### src/rtl/axi_cmd_pkg.sv
// axi_cmd_pkg: shared types and response codes for the AXI4-Lite command master.
package axi_cmd_pkg;
    localparam int CMD_ADDR_W = 11;
    localparam int CMD_DATA_W = 32;
    localparam int CMD_STRB_W = CMD_DATA_W / 8;
    localparam logic [1:0] RESP_OKAY   = 2'b00;
    localparam logic [1:0] RESP_SLVERR = 2'b10;
    localparam logic [1:0] RESP_DECERR = 2'b11;
    typedef enum logic [2:0] {IDLE, WR, WR_B, RD_A, RD_R, RSP} state_t;
    typedef struct packed {
        logic                  rnw;
        logic [CMD_ADDR_W-1:0] addr;
        logic [CMD_DATA_W-1:0] wdata;
        logic [CMD_STRB_W-1:0] wstrb;
    } cmd_t;
    typedef struct packed {
        logic                  rnw;
        logic [CMD_DATA_W-1:0] rdata;
        logic [1:0]            resp;
        logic                  timeout;
    } rsp_t;
endpackage

### src/rtl/axi_lite_cmd_master_if.sv
// axi_lite_cmd_master_if: command/response streams plus the AXI4-Lite master channel set.
interface axi_lite_cmd_master_if #(
    parameter int AW = 11,
    parameter int DW = 32
);
    logic          cmd_valid, cmd_ready, cmd_rnw;
    logic [AW-1:0] cmd_addr;
    logic [DW-1:0] cmd_wdata;
    logic [DW/8-1:0] cmd_wstrb;
    logic          rsp_valid, rsp_ready, rsp_rnw, rsp_timeout, busy;
    logic [DW-1:0] rsp_rdata;
    logic [1:0]    rsp_resp;
    logic [AW-1:0] awaddr, araddr;
    logic [2:0]    awprot, arprot;
    logic          awvalid, awready, wvalid, wready, bvalid, bready;
    logic          arvalid, arready, rvalid, rready;
    logic [DW-1:0] wdata, rdata;
    logic [DW/8-1:0] wstrb;
    logic [1:0]    bresp, rresp;
    modport master (
        input  cmd_valid, cmd_rnw, cmd_addr, cmd_wdata, cmd_wstrb, rsp_ready,
               awready, wready, bvalid, bresp, arready, rvalid, rdata, rresp,
        output cmd_ready, rsp_valid, rsp_rnw, rsp_rdata, rsp_resp, rsp_timeout, busy,
               awaddr, awprot, awvalid, wdata, wstrb, wvalid, bready,
               araddr, arprot, arvalid, rready
    );
    modport slave (
        output cmd_valid, cmd_rnw, cmd_addr, cmd_wdata, cmd_wstrb, rsp_ready,
               awready, wready, bvalid, bresp, arready, rvalid, rdata, rresp,
        input  cmd_ready, rsp_valid, rsp_rnw, rsp_rdata, rsp_resp, rsp_timeout, busy,
               awaddr, awprot, awvalid, wdata, wstrb, wvalid, bready,
               araddr, arprot, arvalid, rready
    );
endinterface

### src/rtl/axi_lite_cmd_master.sv
// axi_lite_cmd_master: single-outstanding AXI4-Lite initiator fed by a valid/ready command stream.
// Optional hung-slave watchdog enabled by defining AXI_CMD_TIMEOUT_EN.
module axi_lite_cmd_master
    import axi_cmd_pkg::*;
#(
    parameter int C_M_AXI_ADDR_WIDTH = 11,
    parameter int C_M_AXI_DATA_WIDTH = 32,
    parameter int TIMEOUT_CYCLES     = 1024
) (
    input logic M_AXI_ACLK,
    input logic M_AXI_ARESETN,
    axi_lite_cmd_master_if.master bus
);
    state_t state_q, state_d;
    cmd_t   cmd_q, cmd_d;
    rsp_t   rsp_q, rsp_d;
    logic   cmd_ready_q, cmd_ready_d, busy_q, busy_d, rsp_valid_q, rsp_valid_d;
    logic   awvalid_q, awvalid_d, wvalid_q, wvalid_d, bready_q, bready_d;
    logic   arvalid_q, arvalid_d, rready_q, rready_d;
`ifdef AXI_CMD_TIMEOUT_EN
    localparam int CW = $clog2(TIMEOUT_CYCLES + 1);
    logic [CW-1:0] cnt_q, cnt_d;
`endif

    always_comb begin
        state_d     = state_q;
        cmd_d       = cmd_q;
        rsp_d       = rsp_q;
        cmd_ready_d = cmd_ready_q;
        rsp_valid_d = rsp_valid_q;
        awvalid_d   = awvalid_q;
        wvalid_d    = wvalid_q;
        bready_d    = bready_q;
        arvalid_d   = arvalid_q;
        rready_d    = rready_q;
        case (state_q)
            IDLE: begin
                cmd_ready_d = 1'b1;
                if (bus.cmd_valid && cmd_ready_q) begin
                    cmd_d = '{rnw: bus.cmd_rnw, addr: CMD_ADDR_W'(bus.cmd_addr),
                              wdata: CMD_DATA_W'(bus.cmd_wdata), wstrb: CMD_STRB_W'(bus.cmd_wstrb)};
                    cmd_ready_d = 1'b0;
                    awvalid_d   = !bus.cmd_rnw;
                    wvalid_d    = !bus.cmd_rnw;
                    arvalid_d   = bus.cmd_rnw;
                    state_d     = bus.cmd_rnw ? RD_A : WR;
                end
            end
            WR: begin
                // AW and W complete independently; a dropped VALID marks its channel done
                awvalid_d = awvalid_q && !bus.awready;
                wvalid_d  = wvalid_q && !bus.wready;
                if (!awvalid_d && !wvalid_d) begin
                    bready_d = 1'b1;
                    state_d  = WR_B;
                end
            end
            WR_B: begin
                if (bus.bvalid) begin
                    rsp_d       = '{rnw: 1'b0, rdata: '0, resp: bus.bresp, timeout: 1'b0};
                    bready_d    = 1'b0;
                    rsp_valid_d = 1'b1;
                    state_d     = RSP;
                end
            end
            RD_A: begin
                if (bus.arready) begin
                    arvalid_d = 1'b0;
                    rready_d  = 1'b1;
                    state_d   = RD_R;
                end
            end
            RD_R: begin
                if (bus.rvalid) begin
                    rsp_d       = '{rnw: 1'b1, rdata: CMD_DATA_W'(bus.rdata), resp: bus.rresp, timeout: 1'b0};
                    rready_d    = 1'b0;
                    rsp_valid_d = 1'b1;
                    state_d     = RSP;
                end
            end
            RSP: begin
                if (bus.rsp_ready) begin
                    rsp_valid_d = 1'b0;
                    cmd_ready_d = 1'b1;
                    state_d     = IDLE;
                end
            end
            default: state_d = IDLE;
        endcase
`ifdef AXI_CMD_TIMEOUT_EN
        cnt_d = (state_q == IDLE) ? '0 : (state_q == RSP) ? cnt_q : cnt_q + 1'b1;
        // Watchdog abandons the AXI transfer outright; it overrides any same-cycle handshake
        if (state_q != IDLE && state_q != RSP && cnt_q == CW'(TIMEOUT_CYCLES - 1)) begin
            awvalid_d   = 1'b0;
            wvalid_d    = 1'b0;
            bready_d    = 1'b0;
            arvalid_d   = 1'b0;
            rready_d    = 1'b0;
            rsp_d       = '{rnw: cmd_q.rnw, rdata: '0, resp: RESP_DECERR, timeout: 1'b1};
            rsp_valid_d = 1'b1;
            state_d     = RSP;
        end
`endif
        busy_d = state_d != IDLE;
    end

    always_ff @(posedge M_AXI_ACLK or negedge M_AXI_ARESETN) begin
        if (!M_AXI_ARESETN) begin
            state_q     <= IDLE;
            cmd_q       <= '0;
            rsp_q       <= '{rnw: 1'b0, rdata: '0, resp: RESP_OKAY, timeout: 1'b0};
            cmd_ready_q <= 1'b0;
            busy_q      <= 1'b0;
            rsp_valid_q <= 1'b0;
            awvalid_q   <= 1'b0;
            wvalid_q    <= 1'b0;
            bready_q    <= 1'b0;
            arvalid_q   <= 1'b0;
            rready_q    <= 1'b0;
`ifdef AXI_CMD_TIMEOUT_EN
            cnt_q       <= '0;
`endif
        end else begin
            state_q     <= state_d;
            cmd_q       <= cmd_d;
            rsp_q       <= rsp_d;
            cmd_ready_q <= cmd_ready_d;
            busy_q      <= busy_d;
            rsp_valid_q <= rsp_valid_d;
            awvalid_q   <= awvalid_d;
            wvalid_q    <= wvalid_d;
            bready_q    <= bready_d;
            arvalid_q   <= arvalid_d;
            rready_q    <= rready_d;
`ifdef AXI_CMD_TIMEOUT_EN
            cnt_q       <= cnt_d;
`endif
        end
    end

    assign bus.cmd_ready   = cmd_ready_q;
    assign bus.busy        = busy_q;
    assign bus.rsp_valid   = rsp_valid_q;
    assign bus.rsp_rnw     = rsp_q.rnw;
    assign bus.rsp_rdata   = C_M_AXI_DATA_WIDTH'(rsp_q.rdata);
    assign bus.rsp_resp    = rsp_q.resp;
    assign bus.rsp_timeout = rsp_q.timeout;
    assign bus.awaddr      = C_M_AXI_ADDR_WIDTH'(cmd_q.addr);
    assign bus.araddr      = C_M_AXI_ADDR_WIDTH'(cmd_q.addr);
    assign bus.awprot      = 3'b000;
    assign bus.arprot      = 3'b000;
    assign bus.awvalid     = awvalid_q;
    assign bus.wdata       = C_M_AXI_DATA_WIDTH'(cmd_q.wdata);
    assign bus.wstrb       = (C_M_AXI_DATA_WIDTH / 8)'(cmd_q.wstrb);
    assign bus.wvalid      = wvalid_q;
    assign bus.bready      = bready_q;
    assign bus.arvalid     = arvalid_q;
    assign bus.rready      = rready_q;
endmodule

### src/flat_wrapper.sv
// flat-port wrapper written by rule: the top's interface ports become plain ports
module axi_lite_cmd_master_flat import axi_cmd_pkg::*;
#(
    parameter int C_M_AXI_ADDR_WIDTH = 11,
    parameter int C_M_AXI_DATA_WIDTH = 32,
    parameter int TIMEOUT_CYCLES     = 1024
)
  (M_AXI_ACLK, M_AXI_ARESETN, bus_cmd_valid, bus_cmd_rnw, bus_cmd_addr, bus_cmd_wdata, bus_cmd_wstrb, bus_rsp_ready, bus_awready, bus_wready, bus_bvalid, bus_bresp, bus_arready, bus_rvalid, bus_rdata, bus_rresp, bus_cmd_ready, bus_rsp_valid, bus_rsp_rnw, bus_rsp_rdata, bus_rsp_resp, bus_rsp_timeout, bus_busy, bus_awaddr, bus_awprot, bus_awvalid, bus_wdata, bus_wstrb, bus_wvalid, bus_bready, bus_araddr, bus_arprot, bus_arvalid, bus_rready);
  axi_lite_cmd_master_if #(.AW(11), .DW(32)) bus_i ();
  input logic M_AXI_ACLK;
  input logic M_AXI_ARESETN;
  input wire logic [$bits(bus_i.cmd_valid)-1:0] bus_cmd_valid;
  input wire logic [$bits(bus_i.cmd_rnw)-1:0] bus_cmd_rnw;
  input wire logic [$bits(bus_i.cmd_addr)-1:0] bus_cmd_addr;
  input wire logic [$bits(bus_i.cmd_wdata)-1:0] bus_cmd_wdata;
  input wire logic [$bits(bus_i.cmd_wstrb)-1:0] bus_cmd_wstrb;
  input wire logic [$bits(bus_i.rsp_ready)-1:0] bus_rsp_ready;
  input wire logic [$bits(bus_i.awready)-1:0] bus_awready;
  input wire logic [$bits(bus_i.wready)-1:0] bus_wready;
  input wire logic [$bits(bus_i.bvalid)-1:0] bus_bvalid;
  input wire logic [$bits(bus_i.bresp)-1:0] bus_bresp;
  input wire logic [$bits(bus_i.arready)-1:0] bus_arready;
  input wire logic [$bits(bus_i.rvalid)-1:0] bus_rvalid;
  input wire logic [$bits(bus_i.rdata)-1:0] bus_rdata;
  input wire logic [$bits(bus_i.rresp)-1:0] bus_rresp;
  output wire logic [$bits(bus_i.cmd_ready)-1:0] bus_cmd_ready;
  output wire logic [$bits(bus_i.rsp_valid)-1:0] bus_rsp_valid;
  output wire logic [$bits(bus_i.rsp_rnw)-1:0] bus_rsp_rnw;
  output wire logic [$bits(bus_i.rsp_rdata)-1:0] bus_rsp_rdata;
  output wire logic [$bits(bus_i.rsp_resp)-1:0] bus_rsp_resp;
  output wire logic [$bits(bus_i.rsp_timeout)-1:0] bus_rsp_timeout;
  output wire logic [$bits(bus_i.busy)-1:0] bus_busy;
  output wire logic [$bits(bus_i.awaddr)-1:0] bus_awaddr;
  output wire logic [$bits(bus_i.awprot)-1:0] bus_awprot;
  output wire logic [$bits(bus_i.awvalid)-1:0] bus_awvalid;
  output wire logic [$bits(bus_i.wdata)-1:0] bus_wdata;
  output wire logic [$bits(bus_i.wstrb)-1:0] bus_wstrb;
  output wire logic [$bits(bus_i.wvalid)-1:0] bus_wvalid;
  output wire logic [$bits(bus_i.bready)-1:0] bus_bready;
  output wire logic [$bits(bus_i.araddr)-1:0] bus_araddr;
  output wire logic [$bits(bus_i.arprot)-1:0] bus_arprot;
  output wire logic [$bits(bus_i.arvalid)-1:0] bus_arvalid;
  output wire logic [$bits(bus_i.rready)-1:0] bus_rready;
  assign bus_i.cmd_valid = bus_cmd_valid;
  assign bus_i.cmd_rnw = bus_cmd_rnw;
  assign bus_i.cmd_addr = bus_cmd_addr;
  assign bus_i.cmd_wdata = bus_cmd_wdata;
  assign bus_i.cmd_wstrb = bus_cmd_wstrb;
  assign bus_i.rsp_ready = bus_rsp_ready;
  assign bus_i.awready = bus_awready;
  assign bus_i.wready = bus_wready;
  assign bus_i.bvalid = bus_bvalid;
  assign bus_i.bresp = bus_bresp;
  assign bus_i.arready = bus_arready;
  assign bus_i.rvalid = bus_rvalid;
  assign bus_i.rdata = bus_rdata;
  assign bus_i.rresp = bus_rresp;
  assign bus_cmd_ready = bus_i.cmd_ready;
  assign bus_rsp_valid = bus_i.rsp_valid;
  assign bus_rsp_rnw = bus_i.rsp_rnw;
  assign bus_rsp_rdata = bus_i.rsp_rdata;
  assign bus_rsp_resp = bus_i.rsp_resp;
  assign bus_rsp_timeout = bus_i.rsp_timeout;
  assign bus_busy = bus_i.busy;
  assign bus_awaddr = bus_i.awaddr;
  assign bus_awprot = bus_i.awprot;
  assign bus_awvalid = bus_i.awvalid;
  assign bus_wdata = bus_i.wdata;
  assign bus_wstrb = bus_i.wstrb;
  assign bus_wvalid = bus_i.wvalid;
  assign bus_bready = bus_i.bready;
  assign bus_araddr = bus_i.araddr;
  assign bus_arprot = bus_i.arprot;
  assign bus_arvalid = bus_i.arvalid;
  assign bus_rready = bus_i.rready;
  axi_lite_cmd_master #(.C_M_AXI_ADDR_WIDTH(C_M_AXI_ADDR_WIDTH), .C_M_AXI_DATA_WIDTH(C_M_AXI_DATA_WIDTH), .TIMEOUT_CYCLES(TIMEOUT_CYCLES)) u_core (.M_AXI_ACLK(M_AXI_ACLK), .M_AXI_ARESETN(M_AXI_ARESETN), .bus(bus_i));
endmodule
### config.mk
export PLATFORM = sky130hd
export DESIGN_NAME = axi_lite_cmd_master_flat
export DESIGN_NICKNAME = d
export VERILOG_FILES = /design/src/rtl/axi_cmd_pkg.sv /design/src/rtl/axi_lite_cmd_master_if.sv /design/src/rtl/axi_lite_cmd_master.sv /design/src/flat_wrapper.sv
export SDC_FILE = /design/constraint.sdc
export NUM_CORES = 1
export LEC_CHECK = 0
export ABC_CLOCK_PERIOD_IN_PS = 2600
export CAP_MARGIN = 20
export CORE_ASPECT_RATIO = 0.6
export CORE_MARGIN = 2
export CORE_UTILIZATION = 42
export DETAILED_ROUTE_END_ITERATION = 7
export PLACE_DENSITY = 0.91
export SYNTH_ARGS = -nofsm -noshare
export SYNTH_HDL_FRONTEND = slang
export SYNTH_SLANG_ARGS = --single-unit
### constraint.sdc
create_clock -name M_AXI_ACLK -period 2.6 [get_ports M_AXI_ACLK]
set_input_delay 0.39 -clock M_AXI_ACLK [delete_from_list [all_inputs] [get_ports M_AXI_ACLK]]
set_output_delay 0.39 -clock M_AXI_ACLK [all_outputs]
set_load 0.1 [all_outputs]
After elaboration in Yosys (flattened, before gate mapping)
Cells that the tools add are included.
W data, S select, Z words.
{"block": "totals", "regBits": 94, "input_bits": 93, "word_cells": 83}
{"block": "classes", "eq_ne": 11, "mux": 30, "reduce_logical": 26}
{"op": "$mux W36", "count": 2}
{"op": "$pmux W36 S2", "count": 1}
{"op": "$mux W3", "count": 6}
{"op": "$pmux W3 S6", "count": 1}
{"op": "$mux W1", "count": 12}
{"op": "$pmux W1 S2", "count": 6}
{"op": "$reduce_and A3 Y1", "count": 4}
{"op": "$reduce_bool A2 Y1", "count": 6}
{"op": "$ne A2 B2 Y1 const B", "count": 4}
{"op": "$eq A3 B2 Y1 const B", "count": 2}
{"op": "$eq A3 B3 Y1 const B", "count": 2}
{"op": "$reduce_and A2 Y1", "count": 3}
{"op": "$reduce_bool A3 Y1", "count": 2}
{"op": "$logic_not A1 Y1", "count": 5}
{"op": "$logic_and A1 B1 Y1", "count": 4}
{"op": "$ne A2 B1 Y1 const B", "count": 2}
{"op": "$reduce_and A4 Y1", "count": 1}
{"op": "$eq A3 B1 Y1 const B", "count": 1}
{"op": "$logic_not A3 Y1", "count": 1}
{"op": "$pmux W1 S3", "count": 1}
{"op": "$mux W2", "count": 1}

Depth between registers and ports, before layout
Gate-level depths: netlist (run 1).
{"block": "logic_depth", "word_depth": 7, "ltp_mapped": 7, "ltp_nobuf": 4}

Least setup slack after synthesis (run 1)
Ideal clock, no wire load.
{"block": "synth_path", "path_kind": "register -> register", "start": "reg u_core.cmd_ready_q (netlist: u_core.bus.cmd_ready)", "end": "reg u_core.busy_q (netlist: u_core.bus.busy)", "setup_ps": 131, "arrival_ps": 1906, "required_ps": 2469, "setup_slack_ps": 563, "stages_incl_launch_ff": 5, "cell_sequence": "dfrtp_1 > and4b_4 > buf_6 > a221o_1 > or3_1"}
{"block": "synth_between", "elab_chain_cells": 4}
{"element": "from (decl)", "line": "axi_lite_cmd_master.sv:17", "source": "logic cmd_ready_q, cmd_ready_d, busy_q, busy_d, rsp_valid_q, rsp_valid_d;"}
{"element": "from (signal assigned)", "line": "axi_lite_cmd_master.sv:127", "source": "cmd_ready_q <= cmd_ready_d;"}
{"element": "$logic_and A1 B1 Y1", "line": "axi_lite_cmd_master.sv:39", "source": "if (bus.cmd_valid && cmd_ready_q) begin"}
{"element": "$mux W3", "line": "axi_lite_cmd_master.sv:39"}
{"element": "$pmux W3 S6", "line": "axi_lite_cmd_master.sv:36", "source": "case (state_q)"}
{"element": "net u_core.state_d[1]", "line": "axi_lite_cmd_master.sv:14", "source": "state_t state_q, state_d;"}
{"element": "$reduce_bool A3 Y1", "line": "axi_lite_cmd_master.sv:104", "source": "busy_d = state_d != IDLE;"}
{"element": "net u_core.busy_d", "line": "axi_lite_cmd_master.sv:17"}
{"element": "to (signal assigned)", "line": "axi_lite_cmd_master.sv:128", "source": "busy_q <= busy_d;"}
{"element": "to (decl)", "line": "axi_lite_cmd_master.sv:17"}
The timed path passes the listed nets, and every way through them passes these cells.
A chain may end at the register's enable or synchronous reset.

Final worst setup path (run 1)
{"block": "layout_path", "start": "reg u_core.state_q[1]", "end": "reg u_core.busy_q (netlist: u_core.bus.busy)"}
{"block": "layout_between", "elab_chain_cells": 3, "elab_cells_between_ends": 14, "classes_between": "eq/ne (5); mux (7); reduce/logical (2)"}
{"element": "from (decl)", "line": "axi_lite_cmd_master.sv:14"}
{"element": "from (signal assigned)", "line": "axi_lite_cmd_master.sv:124", "source": "state_q <= state_d;"}
{"element": "$eq A3 B3 Y1, or another cell as far along", "line": "axi_lite_cmd_master.sv:36"}
{"element": "$pmux W3 S6 *", "line": "axi_lite_cmd_master.sv:36"}
{"element": "net u_core.state_d[1]", "line": "axi_lite_cmd_master.sv:14"}
{"element": "$reduce_bool A3 Y1 *", "line": "axi_lite_cmd_master.sv:104"}
{"element": "net u_core.busy_d", "line": "axi_lite_cmd_master.sv:17"}
The timed path passes the listed nets; every way through them passes the cells marked *.

==> metrics.yaml, run 1 <==
layout_commonest_cell: "nand2_1"
nNetsFinal: 636
antenna_found_initial: 0
crit_arrival_ns: 2.05
grt_max_degree: 52
worst_hold_slack_ns: 0.03196
route.vias.total: 3229
synth.area.mux_share: 0.01337
seq_area_frac_synth: 0.6217
numCtsBuffers: 9
cp_max_fo: 18
drtPass1Iterations: 7
cts.repair.resized: 0
worstMarginPinSlew_ns: 0.5348
synth_top_area_cell: "dfrtp_1"
grt_pass1_wl_um: 16330
final_layout_size_suffix_gt1_frac: 0.2299
drtAntennaViolNets: 0
yosys.area_share.simple: 0.1928
h-tree-depth: 3
required_ns: 2.81
slew_headroom: 0.6435
die_y_um: 77.13
tns_ns: 0
finalHoldViolations: 0
drtIter0Drc: 210
drc_errors: 0
hp-class: "in2async"
synthCells: 367
yosys_warnings: 0
gp_congestion: 0.8398
rsz0062_at_grt: "false"
start_kind: "flip-flop"
drv_slew: 0
finalCritPeriodShare: 0.7087
critPathCaptureType: "flip-flop"
dieArea_sq_um: 9710
wirelength_um: 10250
crit_type: "reg2reg"
cts.sinks: 93
syn_area_sq_um: 3744
worstSkewPairLatency_ns: 0.34
clock.fmax_ghz: 0.5427
core_area_sq_um: 8588
io_pins: 201
period_minus_slack_ns: 1.843
cts_tree: "built"
root_buffer: "clkbuf_16"
synth_area_leaders: "dfrtp_1 (62%), nand2_1 (15%), a22o_1 (7.5%), buf_4 (3.8%), mux2i_1 (1.3%)"
post_drt_wl_per_cell_um: 15.53
final_cells: 660
synth_seq_cells: 93
fin_skew_ns: 0.007419
track_usage: 0.2100
ctsHoldBuffers: 0
avgSynthCellArea_sq_um: 10.20
cts_setup_buffers: 0
fp-row-count: 26
synth-compound-area-share: 0.1033
diodes: 0
synth.distinct_cells: 30
synth_top_family_by_area: "simple AND/OR/NAND/NOR gates"
setup_viol: 0
first_global_vias: 3288
synthToLayoutAreaGrowth_pct: 53.01
clk_pin_slew_ns: 0.06
grt_overflow: 0
start_util: 0.4359
die_w_um: 125.9
synthXorXnorAreaFrac: 0
synth_top_area_frac: 0.6217
place_inst: 644
portBuffers: 193
dp_hpwl_um: 7503
maxCapViolations: 0
ctsLongestPathBuffers: 2
yosys.area_share.adder: 0
status: "completed"
via_per_inst: 4.892
layout_common_cells: "nand2_1 (150), buf_4 (107), dfrtp_1 (93)"
[critical path: stages (launching register included)]
cell and delay (ns):
dfrtp_1 0.54, nor2_2 0.11, and4b_4 0.30, a221o_1 0.38, or3_1 0.38
[final cells by class]
class                           instances  area [sq um]
Tap cell                              112         140.1
Inverter                                4         15.01
Multi-Input combinational cell        236          1189
Fill cell                             665          2860
Clock inverter                          6         93.84
Clock buffer                           10         229.0
Sequential cell                        93          2327
Timing Repair Buffer                  199          1734
[routing by layer]
metal,vias up,track usage,wire [um]
met2,156,0.3484,4887
met5,-,0,0
met4,0,0.06374,135
met3,14,0.06839,859
li1,1521,-,-
met1,1538,0.2637,4368
[through the flow]
stage | setup WS, ns | area, sq um | utilization
6_report | 0.7573 | 5728 | 0.6670
5_1_grt | 0.6567 | 5728 | 0.6670
4_1_cts | 0.7594 | 5728 | 0.6670
3_5_place_dp | 0.6026 | 5405 | 0.6294
3_3_place_gp | 0.6459 | 5405 | 0.6294
2_1_floorplan | 0.5629 | 3766 | -
[sequential cells by signal (all words and copies together), names as in the netlist, 2 cells and up]
register,flops
u_core.bus.araddr,11
u_core.bus.rsp_rdata,32
u_core.bus.rsp_resp,2
u_core.bus.wdata,32
u_core.bus.wstrb,4
u_core.state_q,3
[worst paths after layout]
path,endpoint,start,slack [ns],cells after the start
worst min-delay path,u_core.bus.araddr[10],M_AXI_ARESETN,0.03,1
worst max register to register,u_core.bus.busy,u_core.state_q[1],0.76,4
worst min register to register,u_core.bus.wdata[16],u_core.bus.wdata[16],0.47,2
min in group M_AXI_ACLK,u_core.bus.wdata[16],u_core.bus.wdata[16],0.47,2
max in group asynchronous,u_core.bus.rready,M_AXI_ARESETN,1.90,2
worst max-delay path,u_core.bus.busy,u_core.state_q[1],0.76,4
[cells by family after synthesis]
kind of cell           after synthesis
AOI/OAI and AO/OA                   50
buffers and inverters               44
DFF                                 93
muxes                                5
other                                1
and+or+nand+nor                    174
[Yosys cell counts, drive strengths merged]
master / count
nand4b: 1
nand4: 1
o21bai: 1
and3b: 3
o21ai: 7
and4b: 1
nand2: 150
or3: 1
conb: 1
o22ai: 1
nor3: 1
a21o: 3
a22o: 32
clkbuf: 12
nand2b: 3
a221o: 1
buf: 28
and3: 1
nor2b: 4
nand3: 2
inv: 4
mux2i: 5
nor3b: 2
dfrtp: 93
nor2: 4
a21oi: 5
Power of run 1 is left out: the tool's default activity adds up to more than one toggle a clock period on the data nets, which glitch-free logic cannot reach.
==> run 2: changes to the inputs <==
ABC_CLOCK_PERIOD_IN_PS = 1500   (was 2600)
CORE_UTILIZATION = 35   (was 42)
PLACE_DENSITY = 0.82   (was 0.91)
clock period = 1.5 ns   (was 2.6 ns; I/O delays follow)
==> run 2 against run 1 <==
  * The run now ends with negative setup slack left
  * Setup slack got worse by 0.83 ns
  * Die area increased by 19%
  * Non-clock buffer count increased by 34
  * Final cell count increased by 9.2%
  * Maximum frequency increased by 17%
  * First-iteration DRC count decreased by 45%
  * Clock skew decreased by 0.0013 ns
  * Critical path depth increased by 1
  * Count of clock-buffer cells in the layout increased by 1
  * Largest cell class is now buffers
  * Highest routed layer unchanged
==> metrics.yaml, run 2 (same netlist as run 1, synthesis figures left out) <==
fin_util: 0.7115  # +0.04453
die_y_um: 84.11  # +9.0%
portBuffers: 193  # unchanged
path_cells: "buf_6 -> buf_6 -> and3b_1 -> a221o_1 -> or3_1"
antenna_found_initial: 0  # unchanged
dp_hpwl_um: 8861  # +18%
numCtsBuffers: 9  # unchanged
setup_viol: 23  # +23
hp-class: "in2async"
finalCritPeriodShare: 1.051  # +0.3422
reg2reg_depth: 5  # +1
period_minus_slack_ns: 1.576  # -0.2663 ns
diodes: 0  # unchanged
final_layout_size_suffix_gt1_frac: 0.3144  # +0.08451
grt.met3_usage: 0.07772  # +0.009329
gp_congestion: 0.8530  # +1.6%
die_w_um: 137.5  # +9.2%
ctsLongestPathBuffers: 2  # unchanged
start_util: 0.3570  # -0.07890
fin_skew_ns: 0.006113  # -0.001306 ns
met2_usage: 0.3356  # -0.01279
cts.sinks: 93  # unchanged
worst_hold_slack_ns: 0.3678  # +0.3358 ns
crit_type: "reg2reg"
maxCapViolations: 0  # unchanged
rrSetupSlack_ns: -0.08  # -0.83 ns
worstSkewPairLatency_ns: 0.33  # about the same
h-tree-depth: 3  # unchanged
crit_arrival_ns: 1.78  # -0.27 ns
finalHoldViolations: 0  # unchanged
wirelength_um: 12340  # +20%
grt_pass1_wl_um: 18420  # +13%
start_kind: "flip-flop"
drtAntennaViolNets: 0  # unchanged
critPathCaptureType: "flip-flop"
clock.fmax_ghz: 0.6344  # +17%
path_common_cell: "buf_6"
grt_max_degree: 48  # -7.7%
violations: "negative setup slack"
post_drt_wl_per_cell_um: 17.12  # +10%
synthToLayoutAreaGrowth_pct: 99.30
slowest_delay_ns: 0.43  # -0.11 ns
required_ns: 1.70  # -1.11 ns
route.vias.total: 3416  # +5.8%
setup_slack_ns: -0.07636  # -0.8337 ns
nNetsFinal: 670  # +5.3%
grt_most_used_layer: "met2"
layout_commonest_cell: "nand2_1"
rsz0062_at_grt: "true"
root_buffer: "clkbuf_16"
slowest_stage: "dfrtp_2"
drtIter0Drc: 116  # -45%
drv_slew: 0  # unchanged
dieArea_sq_um: 11570  # +19%
seqCellArea_sq_um: 2351  # +1.0%
multi_input_area_sq_um: 1222  # +2.8%
reg2reg_to: "u_core.bus.busy"
via_per_inst: 4.738  # -3.2%
fp-row-count: 29  # +12%
r2r_start: "u_core.state_q[2]"
status: "finished with violations"
io_pins: 201  # unchanged
grt_util_met1: 0.2551  # -0.008567
cp_max_fo: 6  # -12
core_area_sq_um: 10490  # +22%
layout_common_cells: "nand2_1 (145), buf_12 (107), clkdlybuf4s50_1 (91)"
grt_overflow: 0  # unchanged
first_global_vias: 3515  # +6.9%
fillers: 719  # +8.1%
drtPass1Iterations: 4  # -3
cts_tree: "built"
track_usage: 0.2053  # -0.004700
clk_pin_slew_ns: 0.07  # about the same
tns_ns: -0.4614  # -0.4614 ns
drc_errors: 0  # unchanged
## run 2: changes by cell type in the layout (fill, tap and decap cells not counted), sizes merged
| cell | change |
|---|---|
| buf | +30 |
| bufinv | -2 |
| inv | -2 |
| clkinvlp | +1 |
| clkinv | +2 |
| clkbuf | +4 |
| dlygate4sd3 | +1 |
## run 2: how the worst max path moves through the flow
stage,from,endpoint,slack (ns),cells after the start
floorplan,u_core.bus.cmd_ready,u_core.bus.busy,-0.24,4
global placement,bus_bvalid,u_core.bus.busy,-0.22,5
detailed placement,bus_bvalid,u_core.bus.busy,-0.27,5
CTS,u_core.state_q[1],u_core.bus.araddr[3],-0.03,6
global route,u_core.state_q[2],u_core.bus.busy,-0.11,5
finish,u_core.state_q[2],u_core.bus.busy,-0.08,5
## run 2: final cells by class
cell class | instances | share of cell area
inverter | 4 | 0.002012
clock inverter | 5 | 0.005031
timing repair buffer | 233 | 0.4582
tap | 139 | 0.02331
multi-input combinational | 236 | 0.1638
sequential | 93 | 0.3151
clock buffer | 11 | 0.03253
## run 2: repair_timing
action                                 in CTS  in global routing
cloned                                      0                  5
buffers inserted                            3                  4
gates resized for setup                     9                 18
pin swaps                                   1                  3
endpoints found under the hold margin      27                  0
setup endpoints to repair                  49                 59
hold buffers                                1                  0
## run 2: worst max-delay path: cells and delay by family (launching register included)
| family | cells | cell delay (ns) |
|---|---|---|
| buffers and inverters | 2 | 0.23 |
| AO/OA/AOI/OAI | 1 | 0.27 |
| AND/OR/NAND/NOR | 2 | 0.53 |
| flip-flops | 1 | 0.43 |
## run 2: per-stage QoR
step / instance area [sq um] / setup slack, ns / std cells
floorplan: 3786 / -0.2383 / 373
global placement: 6943 / -0.2227 / 692
detailed placement: 6943 / -0.2668 / 692
CTS: 7282 / -0.02759 / 712
global route: 7461 / -0.1055 / 721
finish: 7461 / -0.07636 / 721
## run 2: routing by layer
| metal | share of wire | routed length [um] |
|---|---|---|
| met1 | 0.42 | 5194 |
| met2 | 0.48 | 5950 |
| met3 | 0.082 | 1012 |
| met4 | 0.015 | 182 |
| met5 | 0 | 0 |
Power of run 2 is left out for the same reason.
